--- config.mk ---
export PLATFORM = sky130hd
export DESIGN_NAME = hazard_scoreboard
export DESIGN_NICKNAME = d
export VERILOG_FILES = /design/src/rtl/hazard_scoreboard_pkg.sv /design/src/rtl/hazard_scoreboard_reg_countdown.sv /design/src/rtl/hazard_scoreboard.sv
export SDC_FILE = /design/constraint.sdc
export NUM_CORES = 1
export LEC_CHECK = 0
export ABC_CLOCK_PERIOD_IN_PS = 4000
export CAP_MARGIN = 15
export CELL_PAD_IN_SITES_DETAIL_PLACEMENT = 1
export CELL_PAD_IN_SITES_GLOBAL_PLACEMENT = 1
export CORE_ASPECT_RATIO = 0.9
export CORE_UTILIZATION = 41
export DETAILED_ROUTE_END_ITERATION = 10
export GPL_ROUTABILITY_DRIVEN = 0
export PLACE_DENSITY = 0.75
export SYNTH_ARGS = -nofsm -noshare
export SYNTH_HDL_FRONTEND = slang
export SYNTH_HIERARCHICAL = 1
export SYNTH_SLANG_ARGS = --single-unit
--- constraint.sdc ---
create_clock -name clk_i -period 4 [get_ports clk_i]
set_input_delay 0.8 -clock clk_i [delete_from_list [all_inputs] [get_ports clk_i]]
set_output_delay 0.8 -clock clk_i [all_outputs]
set_load 0.02 [all_outputs]
--- src/rtl/hazard_scoreboard_pkg.sv ---
// hazard_pkg: shared constants for the stall-side hazard scoreboard.
//   REG_ZERO  - hardwired-zero register index
//   LAT_W     - width of the per-register remaining-latency counter
//   LAT_*     - issue latencies of the main instruction classes
//               (bubbles needed before the result is forwardable)
// Helper src_hazard() evaluates one source operand against the busy flags.
package hazard_pkg;

    localparam int unsigned LAT_W = 3;

    localparam logic [4:0] REG_ZERO = 5'd0;

    localparam logic [LAT_W-1:0] LAT_ALU  = LAT_W'(0);
    localparam logic [LAT_W-1:0] LAT_LOAD = LAT_W'(1);
    localparam logic [LAT_W-1:0] LAT_MUL  = LAT_W'(4);
    localparam logic [LAT_W-1:0] LAT_DIV  = LAT_W'(7);

    // One source operand is hazardous when it is read, is not r0, and its
    // producer has not yet reached a forwardable stage.
    function automatic logic src_hazard(input logic       used,
                                        input logic [4:0] idx,
                                        input logic       pending);
        return used && (idx != REG_ZERO) && pending;
    endfunction

endpackage

--- src/rtl/hazard_scoreboard_reg_countdown.sv ---
// reg_countdown: remaining-latency counter for one architectural register.
// Loads a new latency when an accepted writer targets the register (the
// newest writer always wins), otherwise counts down to zero and holds there.
// Ports:
//   clk      - clock, rising edge
//   rst      - asynchronous active-high reset, clears the count
//   load     - accepted issue targets this register
//   load_val - latency of the issuing instruction
//   nz       - count is nonzero (result not yet forwardable)
module reg_countdown #(
    parameter int unsigned LAT_W = 3
) (
    input  logic             clk,
    input  logic             rst,
    input  logic             load,
    input  logic [LAT_W-1:0] load_val,
    output logic             nz
);

    logic [LAT_W-1:0] cnt;

    always_ff @(posedge clk or posedge rst) begin
        if (rst) begin
            cnt <= '0;
        end else if (load) begin
            cnt <= load_val;
        end else if (cnt != '0) begin
            cnt <= cnt - LAT_W'(1);
        end
    end

    assign nz = (cnt != '0);

endmodule

--- src/rtl/hazard_scoreboard.sv ---
// hazard_scoreboard: stall-side partner of the EX/MEM forwarding unit.
// Tracks in-flight writers whose results are not yet forwardable (load-use,
// multi-cycle multiply/divide) and holds the ID-stage instruction, freezing
// PC and IF/ID and bubbling ID/EX, until all its sources are available.
// Optional feature macro: HAZARD_PERF_EN adds a saturating 32-bit stall
// cycle counter on stall_cnt_o.
// Ports:
//   clk_i, rst_i           - clock (rising edge), async active-high reset
//   ID_rs_i/ID_rt_i        - source register fields of the ID instruction
//   ID_rs_used_i/_rt_used_i- the ID instruction actually reads that source
//   issue_valid_i          - ID instruction advances into EX this cycle
//   issue_wb_i/issue_rd_i  - issuing instruction writes register issue_rd_i
//   issue_lat_i            - bubbles before its result is forwardable
//   stall_o                - hazard present, ID instruction must hold
//   PC_write_o, IF_ID_write_o - update enables (= !stall_o)
//   ID_EX_flush_o          - zero ID/EX control bits (= stall_o)
//   busy_o                 - any register still has a pending writer
//   stall_cnt_o            - (HAZARD_PERF_EN only) stalled-cycle count
module hazard_scoreboard
    import hazard_pkg::*;
#(
    parameter int unsigned NREG  = 32,
    parameter int unsigned LAT_W = hazard_pkg::LAT_W
) (
    input  logic             clk_i,
    input  logic             rst_i,
    input  logic [4:0]       ID_rs_i,
    input  logic [4:0]       ID_rt_i,
    input  logic             ID_rs_used_i,
    input  logic             ID_rt_used_i,
    input  logic             issue_valid_i,
    input  logic             issue_wb_i,
    input  logic [4:0]       issue_rd_i,
    input  logic [LAT_W-1:0] issue_lat_i,
    output logic             stall_o,
    output logic             PC_write_o,
    output logic             IF_ID_write_o,
    output logic             ID_EX_flush_o,
`ifdef HAZARD_PERF_EN
    output logic [31:0]      stall_cnt_o,
`endif
    output logic             busy_o
);

    // Pending flags padded to the full 5-bit index space so the read muxes
    // never index out of range when NREG < 32.
    logic [31:0] pending;
    logic        accept;
    logic        rs_hit;
    logic        rt_hit;

    assign pending[0] = 1'b0;

    genvar r;
    generate
        for (r = 1; r < 32; r++) begin : g_reg
            if (r < NREG) begin : g_cnt
                logic load;
                assign load = accept && (issue_rd_i == 5'(r));

                reg_countdown #(
                    .LAT_W (LAT_W)
                ) u_cnt (
                    .clk      (clk_i),
                    .rst      (rst_i),
                    .load     (load),
                    .load_val (issue_lat_i),
                    .nz       (pending[r])
                );
            end else begin : g_none
                assign pending[r] = 1'b0;
            end
        end
    endgenerate

    // rs==rt simply evaluates the same flag twice; the OR keeps it one hazard.
    always_comb begin
        rs_hit  = src_hazard(ID_rs_used_i, ID_rs_i, pending[ID_rs_i]);
        rt_hit  = src_hazard(ID_rt_used_i, ID_rt_i, pending[ID_rt_i]);
        stall_o = rs_hit || rt_hit;
    end

    // A stalled cycle injects a bubble, so its issue must not be recorded.
    assign accept = issue_valid_i && !stall_o && issue_wb_i &&
                    (issue_rd_i != REG_ZERO);

    assign PC_write_o    = !stall_o;
    assign IF_ID_write_o = !stall_o;
    assign ID_EX_flush_o = stall_o;
    assign busy_o        = |pending;

`ifdef HAZARD_PERF_EN
    always_ff @(posedge clk_i or posedge rst_i) begin
        if (rst_i) begin
            stall_cnt_o <= '0;
        end else if (stall_o && (stall_cnt_o != '1)) begin
            stall_cnt_o <= stall_cnt_o + 32'd1;
        end
    end
`endif

endmodule

; Word-level counts from Yosys, hierarchy flattened
; Index checks and enable logic that the tools add are counted.
[totals]
word_cells = 267
inputBits = 24
reg_bits = 93
output_inout_bits = 5
[classes]
n_eq_ne = 31
order_cmp = 2
n_reduce_logical = 106
n_mux = 66
n_addsub = 31
[op_table]
columns = cell, n
row1 = 2-to-1 mux 3 bit, 62
row2 = nonzero test 3 bit, 31
row3 = subtractor 3 x 1 -> 3 bit (second input constant), 31
row4 = equality test 5 bit (second input constant), 16
row5 = nonzero test 2 bit, 31
row6 = equality test 5 x 4 -> 1 bit (second input constant), 8
row7 = logical AND 1 bit, 38
row8 = OR reduction 31 bit, 1
row9 = equality test 5 x 3 -> 1 bit (second input constant), 4
row10 = nonzero test 5 bit, 3
row11 = < comparator 5 x 6 -> 1 bit (second input constant), 2
row12 = binary-select mux 1 bit (select 5 bit), 2
row13 = equality test 5 x 2 -> 1 bit (second input constant), 2
row14 = equality test 5 x 1 -> 1 bit (second input constant), 1
row15 = 2-to-1 mux 1 bit, 2
row16 = zero test 1 bit, 1
row17 = logical OR 1 bit, 1

; Logic depth before layout (Yosys ltp)
; Gate-level depths: netlist (run 1).
[depth]
word_depth = 11
ltp_mapped = 12
ltp_nobuf = 10

; Modules after synthesis
; Netlist (run 1), hierarchy kept.
[by_module_without_submodules]
columns = mod, area_each_um2, seq_area_each_um2, n_inst, cells_each
row1 = reg_countdown, 200.2, 75.1, 31, 21
row2 = hazard_scoreboard, 1217.4, 0.0, 1, 144

; Worst setup path after synthesis (run 1)
; No wires, ideal clock.
[synth_path]
path_type = input-to-output
start = input port ID_rs_i[0]
end = output port PC_write_o
t_required_ns = 3.200
cell_stages = 7
slack_ns = 0.517
t_arrival_ns = 2.683
path_cell_list = buf_6 > mux4_2 > a2111oi_4 > a311oi_2 > buf_2 > nor2_1 > buf_4
[synth_between]
elab_chain_cells = 5
word_cells_on_any_way = 7
[synth_rtl]
columns = item, line_no
row1 = "start, declared", hazard_scoreboard.sv:27  ; input logic [4:0] ID_rs_i,
row2 = binary-select mux 1 bit (select 5 bit) / nonzero test 5 bit (equally long branches), "hazard_scoreboard.sv:78, hazard_scoreboard_pkg.sv:23"
row3 = 2-to-1 mux 1 bit (implied by the code) / logical AND 1 bit (equally long branches), "hazard_scoreboard.sv:78, hazard_scoreboard_pkg.sv:23"
row4 = logical AND 1 bit *, hazard_scoreboard_pkg.sv:23  ; return used && (idx != REG_ZERO) && pending;
row5 = logical OR 1 bit *, hazard_scoreboard.sv:80  ; stall_o = rs_hit || rt_hit;
row6 = zero test 1 bit *, -
row7 = "end, declared", hazard_scoreboard.sv:36  ; output logic PC_write_o,
; Mark *: on every way between the ends. The rest lies on a longest branch, timed or not. The select of a mux whose other input is x is not followed.

; Worst setup path after layout (run 1)
[layout_path]
start = input port ID_rs_i[0]
end = output port IF_ID_write_o
[layout_between]
elab_chain_cells = 5
word_cells_on_any_way = 7
[layout_rtl]
columns = item, line_no
row1 = binary-select mux 1 bit (select 5 bit) / nonzero test 5 bit (equally long branches), "hazard_scoreboard.sv:78, hazard_scoreboard_pkg.sv:23"
row2 = 2-to-1 mux 1 bit (implied by the code) / logical AND 1 bit (equally long branches), "hazard_scoreboard.sv:78, hazard_scoreboard_pkg.sv:23"
row3 = logical AND 1 bit *, hazard_scoreboard_pkg.sv:23
row4 = logical OR 1 bit *, hazard_scoreboard.sv:80
row5 = zero test 1 bit *, hazard_scoreboard.sv:88  ; assign IF_ID_write_o = !stall_o;
row6 = "end, declared", hazard_scoreboard.sv:37  ; output logic IF_ID_write_o,
; Marked as above.

==> flow_metrics.tcl, run 1 <==
set metrics [dict create \
    status "finished, final reports clean" \
    detail-route-antenna-nets 0 \
    pin_count 29 \
    synthFlopType "dfrtp_1" \
    ys_ff_latch 93 \
    top_regs "g.g_cnt.u_cnt/cnt x93" \
    cp.depth 8 \
    synth_seq_area_share 0.314 \
    syn_to_final_growth_pct 17.4 \
    post_cts.repair.setup_buffers 0 \
    numCtsBuffers 9 \
    cts.path.max_buffers 2 \
    synthArstFlopShare 1.00 \
    netlist_area_um2 7420 \
    wirelength_mm 21.0 \
    cp_slowest_stage_delay_ns 0.54 \
    muxShareOfSynthArea 0.0499 \
    crit_type "in -> out" \
    synth.net_count 881 \
    viasPerCell 5.60 \
    synthCells 795 \
    cp.arrival_ns 3.12 \
    worst_pin_slew_ns 0.546 \
    rrSetupSlack_ns 0.58 \
    synth.avg_cell_area_um2 9.34 \
    synth_area_leader_cell "dfrtp_1" \
    drc 0 \
    placed_cell_area_um2 8400 \
    synth_top_family_by_area "simple AND/OR/NAND/NOR gates" \
    cap_violations 0 \
    htree_levels 3 \
    synthAdderAreaFrac 0.105 \
    yosysWarnings 6 \
    rsz0062_at_grt "no" \
    wl_per_cell_um 18.6 \
    maxSlewViolCount 0 \
    crit_top_cell "buf_4" \
    synth_cell_types 43 \
    start_kind "primary input" \
    powerDensity_nw_per_um2 645 \
    cp.required_ns 3.20 \
    cts_tree "done" \
    grt_pass1_vias 6598 \
    synth_area_leaders "dfrtp_1, ha_1, nor2b_1, inv_1, nor4b_1" \
    irDropWorstVdd_v 0.000258 \
    grt_first_pass_wirelength_mm 34.0 \
    clk_latency_ns 0.36 \
    drive_gt1_frac 0.123 \
    synth-simple-area-share 0.321 \
    cts.sinks 93 \
    io_buffers 28 \
    hold_viol_final 0 \
    start_util 0.420 \
    grtUsageTotal 0.239 \
    vias 6319 \
    min_path_type "reg -> reg" \
    design_area_um2 8710 \
    num_rows 46 \
    die_width_um 144 \
    path_clk_slew_ns 0.07 \
    worstSetupEndpointType "output pin" \
    fp.dieArea_um2 18600 \
    critical_path.cell_chain "clkdlybuf4s50_1 -> buf_4 -> mux4_2 -> a2111oi_4 -> a311oi_4 -> nor2_1 -> buf_4 -> dlygate4sd2_1" \
    fin_util 0.493 \
    drtIter0Drc 278 \
    hold_path_depth 2 \
    relSlewSlack 0.635 \
    setup_violations 0 \
    synth-compound-area-share 0.114 \
    synth-xor-area-share 0 \
    regToRegStartpoint "g_reg[8].g_cnt.u_cnt/cnt[0]" \
    synth_common_cells "inv_1, nor2b_1, dfrtp_1" \
    worstPathMaxFanout 8 \
    largest_register "g.g_cnt.u_cnt/cnt" \
    core-area_um2 17700 \
    antenna_found_initial 0 \
    r2r-end "g_reg[6].g_cnt.u_cnt/cnt[1]" \
    fin_skew_ns 0.00868 \
    first_pass_iters 4 \
    synth-edff-count 0 \
    hold_end "g_reg[14].g_cnt.u_cnt/cnt[2]" \
    worstRegToRegCells 13 \
    antennaDiodeCount 0 \
    post-synth-top-count-cell "inv_1" \
    dpl.hpwl_mm 15.6 \
    min_from "g_reg[14].g_cnt.u_cnt/cnt[2]" \
    nNetsFinal 970 \
    die_h_um 130 \
    worst_path_max_delay_cell "mux4_2" \
    worst-path-buf-inv 4 \
    largest_reg_flops 93 \
    overflow 0 \
    post-route-min-period_ns 3.92 \
    period_share 0.979 \
    path_delay_family "buffers and inverters" \
    cts_root_buf "clkbuf_16" \
    synth.top_cell.area_share 0.314 \
    grt_max_degree 32 \
    fmax_mhz 255 \
    p_leak_nw 3.77 \
]
worst register-to-register path, delay by kind of cell, from the launching register on:
family / cells / cell delay (ns)
flip-flops: 1 / 0.41
AO/OA/AOI/OAI: 3 / 0.64
adder cells (fa/ha/maj): 1 / 0.21
AND/OR/NAND/NOR: 4 / 0.81
buffers and inverters: 4 / 0.79
multiplexers: 1 / 0.46
how the worst max path moves through the flow:
| stage | from | to | slack [ns] |
|---|---|---|---|
| floorplan | ID_rs_i[0] | PC_write_o | 0.52 |
| global placement | ID_rs_i[0] | PC_write_o | -0.21 |
| detailed placement | ID_rs_i[0] | PC_write_o | -0.22 |
| CTS | ID_rs_i[0] | PC_write_o | 0.04 |
| global route | ID_rs_i[0] | IF_ID_write_o | 0.01 |
| finish | ID_rs_i[0] | IF_ID_write_o | 0.08 |
timing repair:
item,in CTS,in global routing
setup endpoints to repair,4,1
hold buffers,0,0
resized for setup,4,1
report_power, final:
part / internal (mW) / switching [mW]
clock: 0.553 / 0.410
combinational: 1.39 / 1.41
sequential: 1.45 / 0.407
total: 3.39 / 2.22
layout make-up:
cell class | count | area, um2
clock inverters | 7 | 96.3
flip-flops and latches | 93 | 2330
repair buffers | 94 | 785
well taps | 240 | 300
multi-input cells | 529 | 4390
clock buffers | 9 | 225
inverters | 157 | 589
fillers | 2082 | 8960
stage by stage:
| step | hold slack, ns | worst slack (ns) | power [mW] | setup TNS (ns) | std cells |
|---|---|---|---|---|---|
| floorplan | 0.554 | 0.517 | 3.78 | 0 | 795 |
| global placement | 0.595 | -0.212 | 4.51 | -0.685 | 1113 |
| detailed placement | 0.603 | -0.222 | 4.66 | -0.749 | 1113 |
| CTS | 0.614 | 0.0425 | 5.66 | 0 | 1129 |
| global route | 0.640 | 0.00995 | 6.08 | 0 | 1129 |
| finish | 0.620 | 0.0837 | 5.62 | 0 | 1129 |
kinds of logic (layout without fill, tap and decap cells):
| family | after synthesis | in the layout |
|---|---|---|
| compound gates | 105 | 105 |
| mux | 23 | 23 |
| buf+inv | 173 | 267 |
| fa+ha+maj | 62 | 62 |
| flops | 93 | 93 |
| simple gates | 339 | 339 |
routing by layer:
metal | GRT usage | share of wire | vias up
met3 | 0.0414 | 0.040 | 39
met5 | 0 | 0 | -
met1 | 0.316 | 0.47 | 3153
li1 | - | - | 3026
met2 | 0.387 | 0.46 | 101
met4 | 0.0964 | 0.027 | 0
placed cells by master (no fill, tap or decap), types with 24 or more instances in the layout:
cell type / count
or3b_1: 31
ha_1: 62
a311oi_1: 32
inv_1: 157
nand2b_1: 69
clkdlybuf4s50_1: 24
dfrtp_1: 93
nor4b_1: 62
buf_4: 65
a31oi_1: 33
nor2b_1: 95
a221oi_1: 31
(Power assumes the default switching activity.)
==> run 2, diff against run 1 <==
--- a/config.mk
+++ b/config.mk
@@ -5,7 +5,7 @@
 export SDC_FILE = /design/constraint.sdc
 export NUM_CORES = 1
 export LEC_CHECK = 0
-export ABC_CLOCK_PERIOD_IN_PS = 4000
+export ABC_CLOCK_PERIOD_IN_PS = 3400
 export CAP_MARGIN = 15
 export CELL_PAD_IN_SITES_DETAIL_PLACEMENT = 1
 export CELL_PAD_IN_SITES_GLOBAL_PLACEMENT = 1
@@ -13,7 +13,7 @@
 export CORE_UTILIZATION = 41
 export DETAILED_ROUTE_END_ITERATION = 10
 export GPL_ROUTABILITY_DRIVEN = 0
-export PLACE_DENSITY = 0.75
+export PLACE_DENSITY = 0.78
 export SYNTH_ARGS = -nofsm -noshare
 export SYNTH_HDL_FRONTEND = slang
 export SYNTH_HIERARCHICAL = 1
==> constraint.sdc (replaced) <==
create_clock -name clk_i -period 3.4 [get_ports clk_i]
set_input_delay 0.68 -clock clk_i [delete_from_list [all_inputs] [get_ports clk_i]]
set_output_delay 0.68 -clock clk_i [all_outputs]
set_load 0.02 [all_outputs]
==> run 2 against run 1 <==
Sequential power grew 19%. Utilization grew 1.5 points. Final cell count grew 2.0%. First-iteration DRC count grew 28%. Sequential share of layout area shrank 0.78 points. Power grew 22%. Combinational power grew 30%. Global-route usage grew 0.65 points. Via count grew 3.1%. Critical path type is now reg -> out. Critical endpoint is now ID_EX_flush_o. Largest cell class unchanged. Largest power group unchanged. Highest routed layer unchanged.
==> flow_metrics.tcl, run 2 (synthesized netlist as in run 1, its figures left out) <==
set metrics [dict create \
    clk_latency_ns 0.35 \
    largest_register "g.g_cnt.u_cnt/cnt" \
    core-area_um2 17700 \
    p_switching_mw 2.71 \
    nNetsFinal 993 \
    final_cell_mix "inv_1, nor2b_1, dfrtp_1" \
    drtIter0Drc 357 \
    fmax_mhz 301 \
    min_path_type "reg -> reg" \
    irDropWorstVdd_v 0.000345 \
    cts.sinks 93 \
    hold_buffers 0 \
    pin_count 29 \
    hold_ws_ns 0.611 \
    p_comb_frac 0.532 \
    grt_first_pass_wirelength_mm 34.7 \
    min_from "g_reg[14].g_cnt.u_cnt/cnt[2]" \
    crit_type "reg -> out" \
    overflow 0 \
    final.setup.tns_ns 0 \
    post_cts.repair.setup_buffers 0 \
    cp.required_ns 2.72 \
    fp.dieArea_um2 18600 \
    period_share 0.978 \
    rrSetupSlack_ns 0.10 \
    status "finished, final reports clean" \
    top_regs "g.g_cnt.u_cnt/cnt x93" \
    io_buffers 28 \
    sw_frac_of_total 0.397 \
    pwr-share-clk 0.145 \
    detail-route-antenna-nets 0 \
    drive_gt1_frac 0.174 \
    num_rows 46 \
    start_util 0.420 \
    drc 0 \
    placed_cell_area_um2 8570 \
    hold_viol_final 0 \
    relSlewSlack 0.675 \
    viasPerCell 5.66 \
    start_kind "flip-flop" \
    regToRegStartpoint "g_reg[30].g_cnt.u_cnt/cnt[0]" \
    antennaDiodeCount 0 \
    path_clk_slew_ns 0.07 \
    grtUsageTotal 0.245 \
    wirelength_mm 21.6 \
    cts_tree "done" \
    worstPathMaxFanout 4 \
    setup_ws_ns 0.0764 \
    design_area_um2 8970 \
    antenna_found_initial 0 \
    cts_root_buf "clkbuf_16" \
    powerDensity_nw_per_um2 761 \
    die_width_um 144 \
    wl_per_cell_um 18.8 \
    critical_path.cell_chain "inv_1 -> ha_1 -> nand2b_1 -> mux4_2 -> mux2_2 -> nand2_1 -> a311oi_4 -> or2_4 -> buf_4" \
    maxSlewViolCount 0 \
    power_mw 6.83 \
    setup_violations 0 \
    p_leak_nw 3.90 \
    fin_skew_ns 0.00949 \
    preCtsSetupSlack_ns -0.504 \
    post-route-min-period_ns 3.32 \
    p_seq_frac 0.323 \
    cts.path.max_buffers 2 \
    worst_pin_slew_ns 0.488 \
    htree_levels 3 \
    intPower_mw 4.12 \
    vias 6518 \
    cp_slowest_stage_delay_ns 0.50 \
    startpoint "g_reg[30].g_cnt.u_cnt/cnt[0]" \
    grt_max_degree 32 \
    worstSetupEndpointType "output pin" \
    first_pass_iters 4 \
    cap_violations 0 \
    largest_reg_flops 93 \
    dpl.hpwl_mm 16.1 \
    syn_to_final_growth_pct 20.9 \
    numCtsBuffers 9 \
    cp.arrival_ns 2.64 \
    die_h_um 130 \
    layout.cells.most_common "inv_1" \
    worst_path_max_delay_cell "mux4_2" \
    rsz0062_at_grt "yes" \
    grt_pass1_vias 6762 \
]
[run 2: cell types whose count changed in the layout (fill, tap and decap cells not counted), moves of 3 or more]
cell / change
inv_2: +6
clkdlybuf4s50_1: -4
inv_1: -6
buf_4: +23
nand2b_1: -8
inv_6: -3
ha_1: -6
nand2b_2: +3
nand2b_4: +5
clkbuf_8: +3
ha_4: +4
[run 2: power by group through the flow]
stage          clock network (mW)  registers (mW)  logic (mW)
2_1_floorplan                   0            2.04        2.40
3_3_place_gp                    0            2.17        3.26
3_5_place_dp                    0            2.19        3.46
4_1_cts                      1.01            2.19        3.52
5_1_grt                      1.05            2.29        4.03
6_report                    0.989            2.21        3.63
[run 2: worst paths after layout]
check / end / cells after the start
worst max register to register: g_reg[19].g_cnt.u_cnt/cnt[0] / 12
max in group asynchronous: g_reg[31].g_cnt.u_cnt/cnt[1] / 3
worst min register to register: g_reg[14].g_cnt.u_cnt/cnt[2] / 2
min in group asynchronous: g_reg[25].g_cnt.u_cnt/cnt[0] / 3
worst max-delay path: ID_EX_flush_o / 9
worst min-delay path: g_reg[14].g_cnt.u_cnt/cnt[2] / 2
[run 2: worst max-delay path: cells and delay by family, from the launching register on]
kind,cells,cell delay [ns]
AOI/OAI and AO/OA,1,0.13
adders and majority gates,1,0.20
buffers and inverters,2,0.25
DFF,1,0.39
muxes,2,0.77
and+or+nand+nor,3,0.55
[run 2: metrics by stage]
stage	instances	utilization
6_report	1152	0.508
5_1_grt	1152	0.508
4_1_cts	1152	0.503
3_5_place_dp	1136	0.485
3_3_place_gp	1136	0.485
2_1_floorplan	795	-
[run 2: timing repair]
item,4_1_cts,5_1_grt
setup endpoints to repair,7,14
pin swaps,1,1
resized for setup,29,26
[run 2: layer usage]
layer	GRT usage	wire length (um)	up-vias	share of wire
met5	0	0	-	0
li1	-	-	3071	-
met4	0.0851	455	0	0.021
met2	0.411	10400	119	0.48
met3	0.0351	763	28	0.035
met1	0.324	10000	3300	0.46
[run 2: layout make-up]
| type | instances | area [um2] |
|---|---|---|
| flip-flops and latches | 93 | 2330 |
| clock inverters | 2 | 16.3 |
| repair buffers | 117 | 958 |
| well taps | 240 | 300 |
| clock buffers | 14 | 274 |
| fillers | 2061 | 8690 |
| inverters | 157 | 589 |
| multi-input cells | 529 | 4510 |
==> run 3, diff against run 2 <==
--- a/config.mk
+++ b/config.mk
@@ -12,8 +12,10 @@
 export CORE_ASPECT_RATIO = 0.9
 export CORE_UTILIZATION = 41
 export DETAILED_ROUTE_END_ITERATION = 10
+export DONT_BUFFER_PORTS = 1
 export GPL_ROUTABILITY_DRIVEN = 0
-export PLACE_DENSITY = 0.78
+export PLACE_DENSITY = 0.75
+export SLEW_MARGIN = 20
 export SYNTH_ARGS = -nofsm -noshare
 export SYNTH_HDL_FRONTEND = slang
 export SYNTH_HIERARCHICAL = 1
==> run 3 against run 2 <==
Utilization down 1.9 points. Cell area down 3.7%. Critical path depth up 1. Die area unchanged. Sequential power about the same. Global-route usage down 1.0 points. First-iteration DRC count unchanged. Non-clock buffer count down 55. Combinational power down 4%. Routed wire length down 3.5%. Critical path type unchanged. Largest cell class unchanged.
==> flow_metrics.tcl, run 3 (synthesized netlist as in run 1, its figures left out) <==
set metrics [dict create \
    status "finished, final reports clean" \
    overflow 0 \
    drive_gt1_frac 0.182 \
    numPlacedInstances 1067 \
    drtIter0Drc 357 \
    layout.cells.most_common "inv_1" \
    grt_first_pass_wirelength_mm 33.7 \
    die_h_um 130 \
    syn_to_final_growth_pct 16.4 \
    hold_ws_ns 0.0714 \
    path_clk_slew_ns 0.07 \
    min_path_type "in -> async" \
    period_share 0.986 \
    hold_buffers 0 \
    setup_violations 0 \
    num_rows 46 \
    core-area_um2 17700 \
    cp.required_ns 2.72 \
    cts_tree "done" \
    post-route-min-period_ns 3.35 \
    first_pass_iters 4 \
    layoutNonFillerInstCount 1097 \
    preCtsSetupSlack_ns -0.0643 \
    num-fill-cells 2031 \
    dpl.hpwl_mm 15.1 \
    worst_pin_slew_ns 0.494 \
    design_area_um2 8640 \
    power_mw 6.69 \
    grt_max_degree 32 \
    fin_util 0.489 \
    cts_root_buf "clkbuf_16" \
    setup_ws_ns 0.0467 \
    wl_per_cell_um 19.0 \
    largest_reg_flops 93 \
    maxSlewViolCount 0 \
    fin_skew_ns 0.00925 \
    numCtsBuffers 9 \
    rsz0062_at_grt "yes" \
    fp.dieArea_um2 18600 \
    nNetsFinal 938 \
    cts.sinks 93 \
    antennaDiodeCount 0 \
    worstPathMaxFanout 5 \
    detail-route-antenna-nets 0 \
    final_cell_mix "inv_1, nor2b_1, dfrtp_1" \
    p_leak_nw 3.66 \
    vias 6251 \
    hold_viol_final 0 \
    startpoint "g_reg[8].g_cnt.u_cnt/cnt[0]" \
    placed_cell_area_um2 7980 \
    top_regs "g.g_cnt.u_cnt/cnt x93" \
    clk_latency_ns 0.36 \
    relSlewSlack 0.668 \
    cp.arrival_ns 2.67 \
    multiInputGateArea_um2 4660 \
    irDropWorstVdd_v 0.000329 \
    htree_levels 3 \
    cts.path.max_buffers 2 \
    viasPerCell 5.70 \
    start_kind "flip-flop" \
    regToRegStartpoint "g_reg[8].g_cnt.u_cnt/cnt[0]" \
    largest_register "g.g_cnt.u_cnt/cnt" \
    antenna_found_initial 0 \
    powerDensity_nw_per_um2 775 \
    drc 0 \
    worstSetupEndpointType "output pin" \
    grtUsageTotal 0.235 \
    crit_type "reg -> out" \
    cap_violations 0 \
    io_buffers 0 \
    die_width_um 144 \
    seqCellArea_um2 2330 \
    pin_count 29 \
    final.setup.tns_ns 0 \
    wirelength_mm 20.9 \
    fmax_mhz 298 \
    grt_pass1_vias 6465 \
    start_util 0.420 \
]
run 3: layout make-up:
type / count / share of cell area
Sequential cell: 93 / 0.269
Tap cell: 240 / 0.0348
Multi-Input combinational cell: 529 / 0.539
Clock buffer: 10 / 0.0277
Timing Repair Buffer: 62 / 0.0553
Inverter: 157 / 0.0682
Clock inverter: 6 / 0.00521
run 3: path summary, 6_finish.rpt:
check | end | slack, ns | cells after the start
max | stall_o | 0.05 | 10
min | g_reg[17].g_cnt.u_cnt/cnt[2] | 0.07 | 1
max reg2reg | g_reg[27].g_cnt.u_cnt/cnt[1] | 0.11 | 14
min reg2reg | g_reg[16].g_cnt.u_cnt/cnt[0] | 0.62 | 2
max in group asynchronous | g_reg[6].g_cnt.u_cnt/cnt[2] | 3.16 | 1
min in group clk_i | g_reg[14].g_cnt.u_cnt/cnt[0] | 0.47 | 2
run 3: repair_timing:
item / 4_1_cts / 5_1_grt
endpoints found under the setup margin: 11 / 34
endpoints found under the hold margin: 0 / 0
buffers inserted: 8 / 6
pin swaps: 5 / 5
gates resized for setup: 32 / 28
run 3: layer usage:
layer | GRT usage | up-vias | part of all wire
li1 | - | 2964 | -
met1 | 0.315 | 3159 | 0.46
met2 | 0.381 | 104 | 0.47
met3 | 0.0510 | 24 | 0.054
met4 | 0.0682 | 0 | 0.013
met5 | 0 | - | 0
run 3: critical path: stages (launching register included):
cell and delay (ns):
dfrtp_1 0.41, inv_2 0.09, ha_4 0.15, nand2b_4 0.08, mux4_2 0.47, and2_4 0.17
o41ai_2 0.27, buf_4 0.17, a311oi_4 0.06, or2_4 0.29, buf_12 0.14
run 3: power by group:
| part | internal (mW) | switching [mW] |
|---|---|---|
| combinational | 1.82 | 1.67 |
| clock | 0.523 | 0.476 |
| sequential | 1.71 | 0.492 |
